===== src/rtl/dmem_arbiter.sv =====
// dmem_arbiter: two-requester arbiter and sequencer for a 16x32 single-port
// data memory with a registered read port.
//
// Requester A is the core load/store stage, requester B the loader/debug port.
// A granted command occupies the memory for one ACCESS cycle. The result is
// returned in the following RESP cycle. A new arbitration may be made in that
// same RESP cycle, so sustained throughput is one access every two cycles.
//
// Ports:
//   CLOCK_50              system clock, rising edge
//   RESET                 synchronous reset, active-high
//   a_req/a_we/a_addr/a_wdata   requester A command (held until a_gnt)
//   a_gnt                 one-cycle pulse in ACCESS: A command accepted
//   a_done                one-cycle pulse in RESP: A access complete
//   a_rdata               A read data (written word for writes)
//   b_*                   same as a_*, for requester B
//   mem_addr/mem_wdata/mem_we   command to the memory
//   mem_rdata             registered read data from the memory
//   busy                  high in ACCESS and RESP
module dmem_arbiter #(
    parameter int unsigned ADDR_W = 4,
    parameter int unsigned DATA_W = 32,
    parameter bit          RR_EN  = 1'b1
) (
    input  logic              CLOCK_50,
    input  logic              RESET,
    input  logic              a_req,
    input  logic              a_we,
    input  logic [ADDR_W-1:0] a_addr,
    input  logic [DATA_W-1:0] a_wdata,
    output logic              a_gnt,
    output logic              a_done,
    output logic [DATA_W-1:0] a_rdata,
    input  logic              b_req,
    input  logic              b_we,
    input  logic [ADDR_W-1:0] b_addr,
    input  logic [DATA_W-1:0] b_wdata,
    output logic              b_gnt,
    output logic              b_done,
    output logic [DATA_W-1:0] b_rdata,
    output logic [ADDR_W-1:0] mem_addr,
    output logic [DATA_W-1:0] mem_wdata,
    output logic              mem_we,
    input  logic [DATA_W-1:0] mem_rdata,
    output logic              busy
);

    typedef enum logic [1:0] {
        S_IDLE   = 2'd0,
        S_ACCESS = 2'd1,
        S_RESP   = 2'd2
    } state_t;

    state_t            state_q;
    logic              last_b_q;   // 1: B won the most recent grant
    logic              win_b_q;    // 1: the access in flight belongs to B
    logic [ADDR_W-1:0] mem_addr_q;
    logic [DATA_W-1:0] mem_wdata_q;
    logic              mem_we_q;
    logic              a_gnt_q;
    logic              b_gnt_q;
    logic              a_done_q;
    logic              b_done_q;
    logic [DATA_W-1:0] a_rdata_q;
    logic [DATA_W-1:0] b_rdata_q;

    logic              arb_en_d;
    logic              pick_b_d;

    // Arbitration decision: who would win if an arbitration happens now.
    always_comb begin
        arb_en_d = 1'b0;
        pick_b_d = 1'b0;
        if ((state_q == S_IDLE) || (state_q == S_RESP)) begin
            arb_en_d = a_req | b_req;
        end else begin
            arb_en_d = 1'b0;
        end
        if (a_req && b_req) begin
            // Round robin favours whoever did not win last; fixed priority favours A.
            pick_b_d = RR_EN ? ~last_b_q : 1'b0;
        end else begin
            pick_b_d = b_req;
        end
    end

    // Sequencer FSM with registered memory command, grant and done pulses.
    always_ff @(posedge CLOCK_50) begin
        if (RESET) begin
            state_q     <= S_IDLE;
            last_b_q    <= 1'b1;
            win_b_q     <= 1'b0;
            mem_addr_q  <= '0;
            mem_wdata_q <= '0;
            mem_we_q    <= 1'b0;
            a_gnt_q     <= 1'b0;
            b_gnt_q     <= 1'b0;
            a_done_q    <= 1'b0;
            b_done_q    <= 1'b0;
            a_rdata_q   <= '0;
            b_rdata_q   <= '0;
        end else begin
            a_gnt_q  <= 1'b0;
            b_gnt_q  <= 1'b0;
            a_done_q <= 1'b0;
            b_done_q <= 1'b0;
            mem_we_q <= 1'b0;

            // Keep the returned word so rdata holds until the requester's next done.
            if (state_q == S_RESP) begin
                if (win_b_q) begin
                    b_rdata_q <= mem_rdata;
                end else begin
                    a_rdata_q <= mem_rdata;
                end
            end

            case (state_q)
                S_IDLE, S_RESP: begin
                    if (arb_en_d) begin
                        mem_addr_q  <= pick_b_d ? b_addr  : a_addr;
                        mem_wdata_q <= pick_b_d ? b_wdata : a_wdata;
                        mem_we_q    <= pick_b_d ? b_we    : a_we;
                        a_gnt_q     <= ~pick_b_d;
                        b_gnt_q     <= pick_b_d;
                        win_b_q     <= pick_b_d;
                        last_b_q    <= pick_b_d;
                        state_q     <= S_ACCESS;
                    end else begin
                        state_q     <= S_IDLE;
                    end
                end
                S_ACCESS: begin
                    a_done_q <= ~win_b_q;
                    b_done_q <= win_b_q;
                    state_q  <= S_RESP;
                end
                default: begin
                    state_q <= S_IDLE;
                end
            endcase
        end
    end

    // The memory's read data only arrives in the RESP cycle itself, so the
    // done cycle forwards it directly; afterwards the captured copy is shown.
    // Done is masked by RESET so that a reset during RESP completes nothing.
    assign a_done    = a_done_q & ~RESET;
    assign b_done    = b_done_q & ~RESET;
    assign a_rdata   = a_done ? mem_rdata : a_rdata_q;
    assign b_rdata   = b_done ? mem_rdata : b_rdata_q;
    assign a_gnt     = a_gnt_q;
    assign b_gnt     = b_gnt_q;
    assign mem_addr  = mem_addr_q;
    assign mem_wdata = mem_wdata_q;
    assign mem_we    = mem_we_q;
    assign busy      = (state_q != S_IDLE);

endmodule


===== config.mk =====
export PLATFORM = sky130hd
export DESIGN_NAME = dmem_arbiter
export DESIGN_NICKNAME = d
export VERILOG_FILES = /design/src/rtl/dmem_arbiter.sv
export SDC_FILE = /design/constraint.sdc
export NUM_CORES = 1
export LEC_CHECK = 0
export BUFFER_PORTS_ARGS = -buffer_cell sky130_fd_sc_hd__buf_4
export CELL_PAD_IN_SITES_DETAIL_PLACEMENT = 2
export CELL_PAD_IN_SITES_GLOBAL_PLACEMENT = 2
export CORE_MARGIN = 10
export CORE_UTILIZATION = 29
export CTS_CLUSTER_SIZE = 25
export DETAILED_ROUTE_END_ITERATION = 10
export PLACE_DENSITY_LB_ADDON = 0.12
export SETUP_SLACK_MARGIN = 0.05
export SLEW_MARGIN = 15
export SYNTH_ARGS = -nofsm -noshare
export SYNTH_HDL_FRONTEND = slang
export SYNTH_SLANG_ARGS = --single-unit

===== constraint.sdc =====
create_clock -name CLOCK_50 -period 2.72 [get_ports CLOCK_50]
set_input_delay 0.544 -clock CLOCK_50 [delete_from_list [all_inputs] [get_ports CLOCK_50]]
set_output_delay 0.544 -clock CLOCK_50 [all_outputs]
set_load 0.02 [all_outputs]

==> flow_summary_export.csv <==
group,metric,value,unit
status,status,"complete, no violations",
hold_path,holdPathEnd,"mem_wdata[11]$_SDFFE_PP0P_",
critical_path,startpoint,"RESET",
synthesis,syn_nets,694,
floorplanning,io_pins,216,
finish,drive_above_1_share,0.4450,
power,ir_worst_vdd,0.2722,mV
clock_network,cts_num_sinks,109,
global_routing,grt_pass1_vias,5558,
global_routing,globalRouteMet3Util,0.05927,
floorplanning,core,17180,sq um
drt,drtIter0Drc,123,
synthesis,synth_largest_area_cell,"dfxtp_1",
drt,post-route-drc-count,0,
critical_path,reg2reg_to,"mem_we$_SDFF_PP0_",
global_routing,grt_first_pass_wirelength,31.84,mm
sta,tightest_slew,0.8191,ns
clock_network,root_buffer,"clkbuf_16",
floorplanning,start_util,0.2945,
sta,hold_viol,0,
critical_path,crit_type,"input port to output pin",
synthesis,synth_adder_area_share,0,
finish,design_area,7149,sq um
critical_path,r2r_setup_slack,1.11,ns
global_routing,grt_max_degree,63,
synthesis,synth-xor-area-share,0,
synthesis,synth_top_area_frac,0.4314,
critical_path,critPathCaptureType,"output pin",
global_routing,globalRouteMet1Util,0.1908,
placement,dp_hpwl,14.99,mm
critical_path,r2r_cells,4,
placement,io_buffers,215,
finish,nNetsFinal,887,
placement,placed_area,6829,sq um
clock_network,clk_pin_slew,0.08,ns
sta,whs,0.4423,ns
clock_network,postCtsHoldBufs,0,
synthesis,synthMuxAreaShare,0.1444,
clock_network,post_cts_resized,0,
sta,skew,0.005762,ns
critical_path,worstPathMaxFanout,24,
drt,ant_nets,0,
sta,layout_min_cycle_time,2.227,ns
finish,syn_to_final_growth,41.33,%
synthesis,yosys_warnings,0,
finish,final_cell_mix,"229 x buf_4, 164 x nand2_1, 109 x dfxtp_1, 90 x a21oi_1, 64 x mux2_2",
sta,grt_setup_unrepaired,"false",
global_routing,grt_use_total,0.1680,
floorplanning,die_h,152.1,um
drt,routed_via_density,4.902,
finish,final_common_cell,"buf_4",
synthesis,synth_compound_gate_area_share,0.1914,
global_routing,grt_util_met2,0.2873,
clock_network,clock_latency,0.35,ns
sta,setup_viol,0,
hold_path,hold_path.class,"input port to register",
global_routing,grt-busiest-layer,"met2",
hold_path,whs_path_depth,3,
synthesis,synth.distinct_cells,31,
synthesis,synth_area_leaders,"dfxtp_1 43%, mux2_2 14%, nand2_1 12%",
placement,gp_congestion,0.7316,
drt,routed_wl,20.10,mm
power,p_leak,3.122,nW
clock_network,clock_path_buffers,2,
sta,fin_tns_setup,0,ns
sta,slew_headroom,0.4539,
critical_path,crit_path_start_kind,"input port",
clock_network,cts_max_level,3,
global_routing,antenna_found_initial,0,
synthesis,ys_seq_area_frac,0.4314,
job,maxCapViolCount,0,
finish,antenna_cells,0,
finish,num-fill-cells,1957,
synthesis,syn_inst,584,
floorplanning,dieWidth,152.1,um
sta,slew_violations,0,
synthesis,ys_seq_elements,109,
synthesis,syn_avg_cell_area,8.662,sq um
synthesis,synth_area,5059,sq um
critical_path,r2r_start,"last_b_q$_SDFFE_PP1P_",
drt,drtPass1Iterations,4,
sta,fmax,449.0,MHz
critical_path,crit_arrival,1.68,ns
floorplanning,rows,48,
synthesis,synth-simple-area-share,0.1699,
clock_network,cts_made_buffers,9,
drt,vias,4936,
synthesis,synth_top_family_by_area,"compound AO/OA/AOI/OAI gates",
clock_network,cts_tree,"done",
power,p_per_area,557.2,nW/um^2
critical_path,cp.required,2.18,ns
hold_path,worstHoldStart,"a_wdata[11]",
sta,period_share,0.8187,
finish,fin_util,0.4162,
drt,wl_per_cell,19.96,um
clock_network,post_cts_buffers,0,
global_routing,gr-total-overflow,0,
floorplanning,dieArea,23130,sq um
==> worst max-delay path by stage <==
stage / endpoint / slack, ns / cells after the start
3_3_place_gp: a_rdata[22] / 0.55 / 5
2_1_floorplan: b_rdata[22] / 0.64 / 5
5_1_grt: a_rdata[16] / 0.46 / 5
4_1_cts: a_rdata[16] / 0.49 / 5
6_report: a_rdata[16] / 0.49 / 5
3_5_place_dp: a_rdata[16] / 0.50 / 5
==> logic make-up after synthesis <==
group / Yosys count
simple gates: 217
compound gates: 142
buf+inv: 51
mux: 65
flops: 109
==> registers in the layout, summed over array words and instances (netlist names) <==
signal     flops
a_rdata_q     32
b_rdata_q     32
mem_wdata     32
mem_addr       4
state_q        2
a_done_q       1
a_gnt          1
b_done_q       1
b_gnt          1
last_b_q       1
mem_we         1
win_b_q        1
==> metal layers <==
metal / share of wire / vias up
li1: - / 2358
met2: 0.50 / 136
met4: 0.017 / 0
met3: 0.073 / 15
met5: 0 / -
met1: 0.41 / 2427
==> through the flow <==
step | power [mW] | worst slack (ns) | instances
after floorplan | 2.181 | 0.6369 | 584
after global placement | 2.537 | 0.5522 | 991
after detailed placement | 2.570 | 0.4956 | 991
after CTS | 4.047 | 0.4890 | 1007
after global routing | 4.178 | 0.4553 | 1007
final | 3.984 | 0.4930 | 1007
==> final cells by class <==
cell class / instances / area, sq um / share of cell area
tap: 225 / 281.5 / 0.03938
multi-input combinational: 424 / 2582 / 0.3612
clock inverter: 7 / 95.09 / 0.01330
clock buffer: 9 / 225.2 / 0.03150
sequential: 109 / 2182 / 0.3052
timing repair buffer: 232 / 1779 / 0.2489
inverter: 1 / 3.754 / 0.0005250
==> worst max-delay path, stage by stage <==
cell and delay [ns]:
buf_4 0.11, nand2b_2 0.12, buf_4 0.32, mux2_2 0.40, buf_4 0.16
==> where the power goes <==
part | internal [mW] | switching (mW)
Combinational | 0.354 | 0.438
Clock | 0.812 | 0.651
Sequential | 1.68 | 0.0509
Total | 2.84 | 1.14
==> cells in the mapped netlist <==
cell type  number
nand2_1       164
dfxtp_1       109
a21oi_1        90
mux2_2         64
nor2_1         39
a211oi_1       18
a211oi_2       18
buf_2          17
clkbuf_1       13
a21oi_2        10
buf_4          10
buf_6           9
nor3_1          3
nand2b_1        2
nor2b_1         2
a21bo_2         1
a21boi_4        1
a221o_2         1
a2bb2oi_1       1
and2_1          1
and3b_1         1
buf_1           1
inv_1           1
mux2i_1         1
nand3b_1        1
nor3b_1         1
nor3b_2         1
o21ba_1         1
o21bai_2        1
or2_2           1
or3b_1          1
Note: power is estimated with default switching activity, not from simulation.
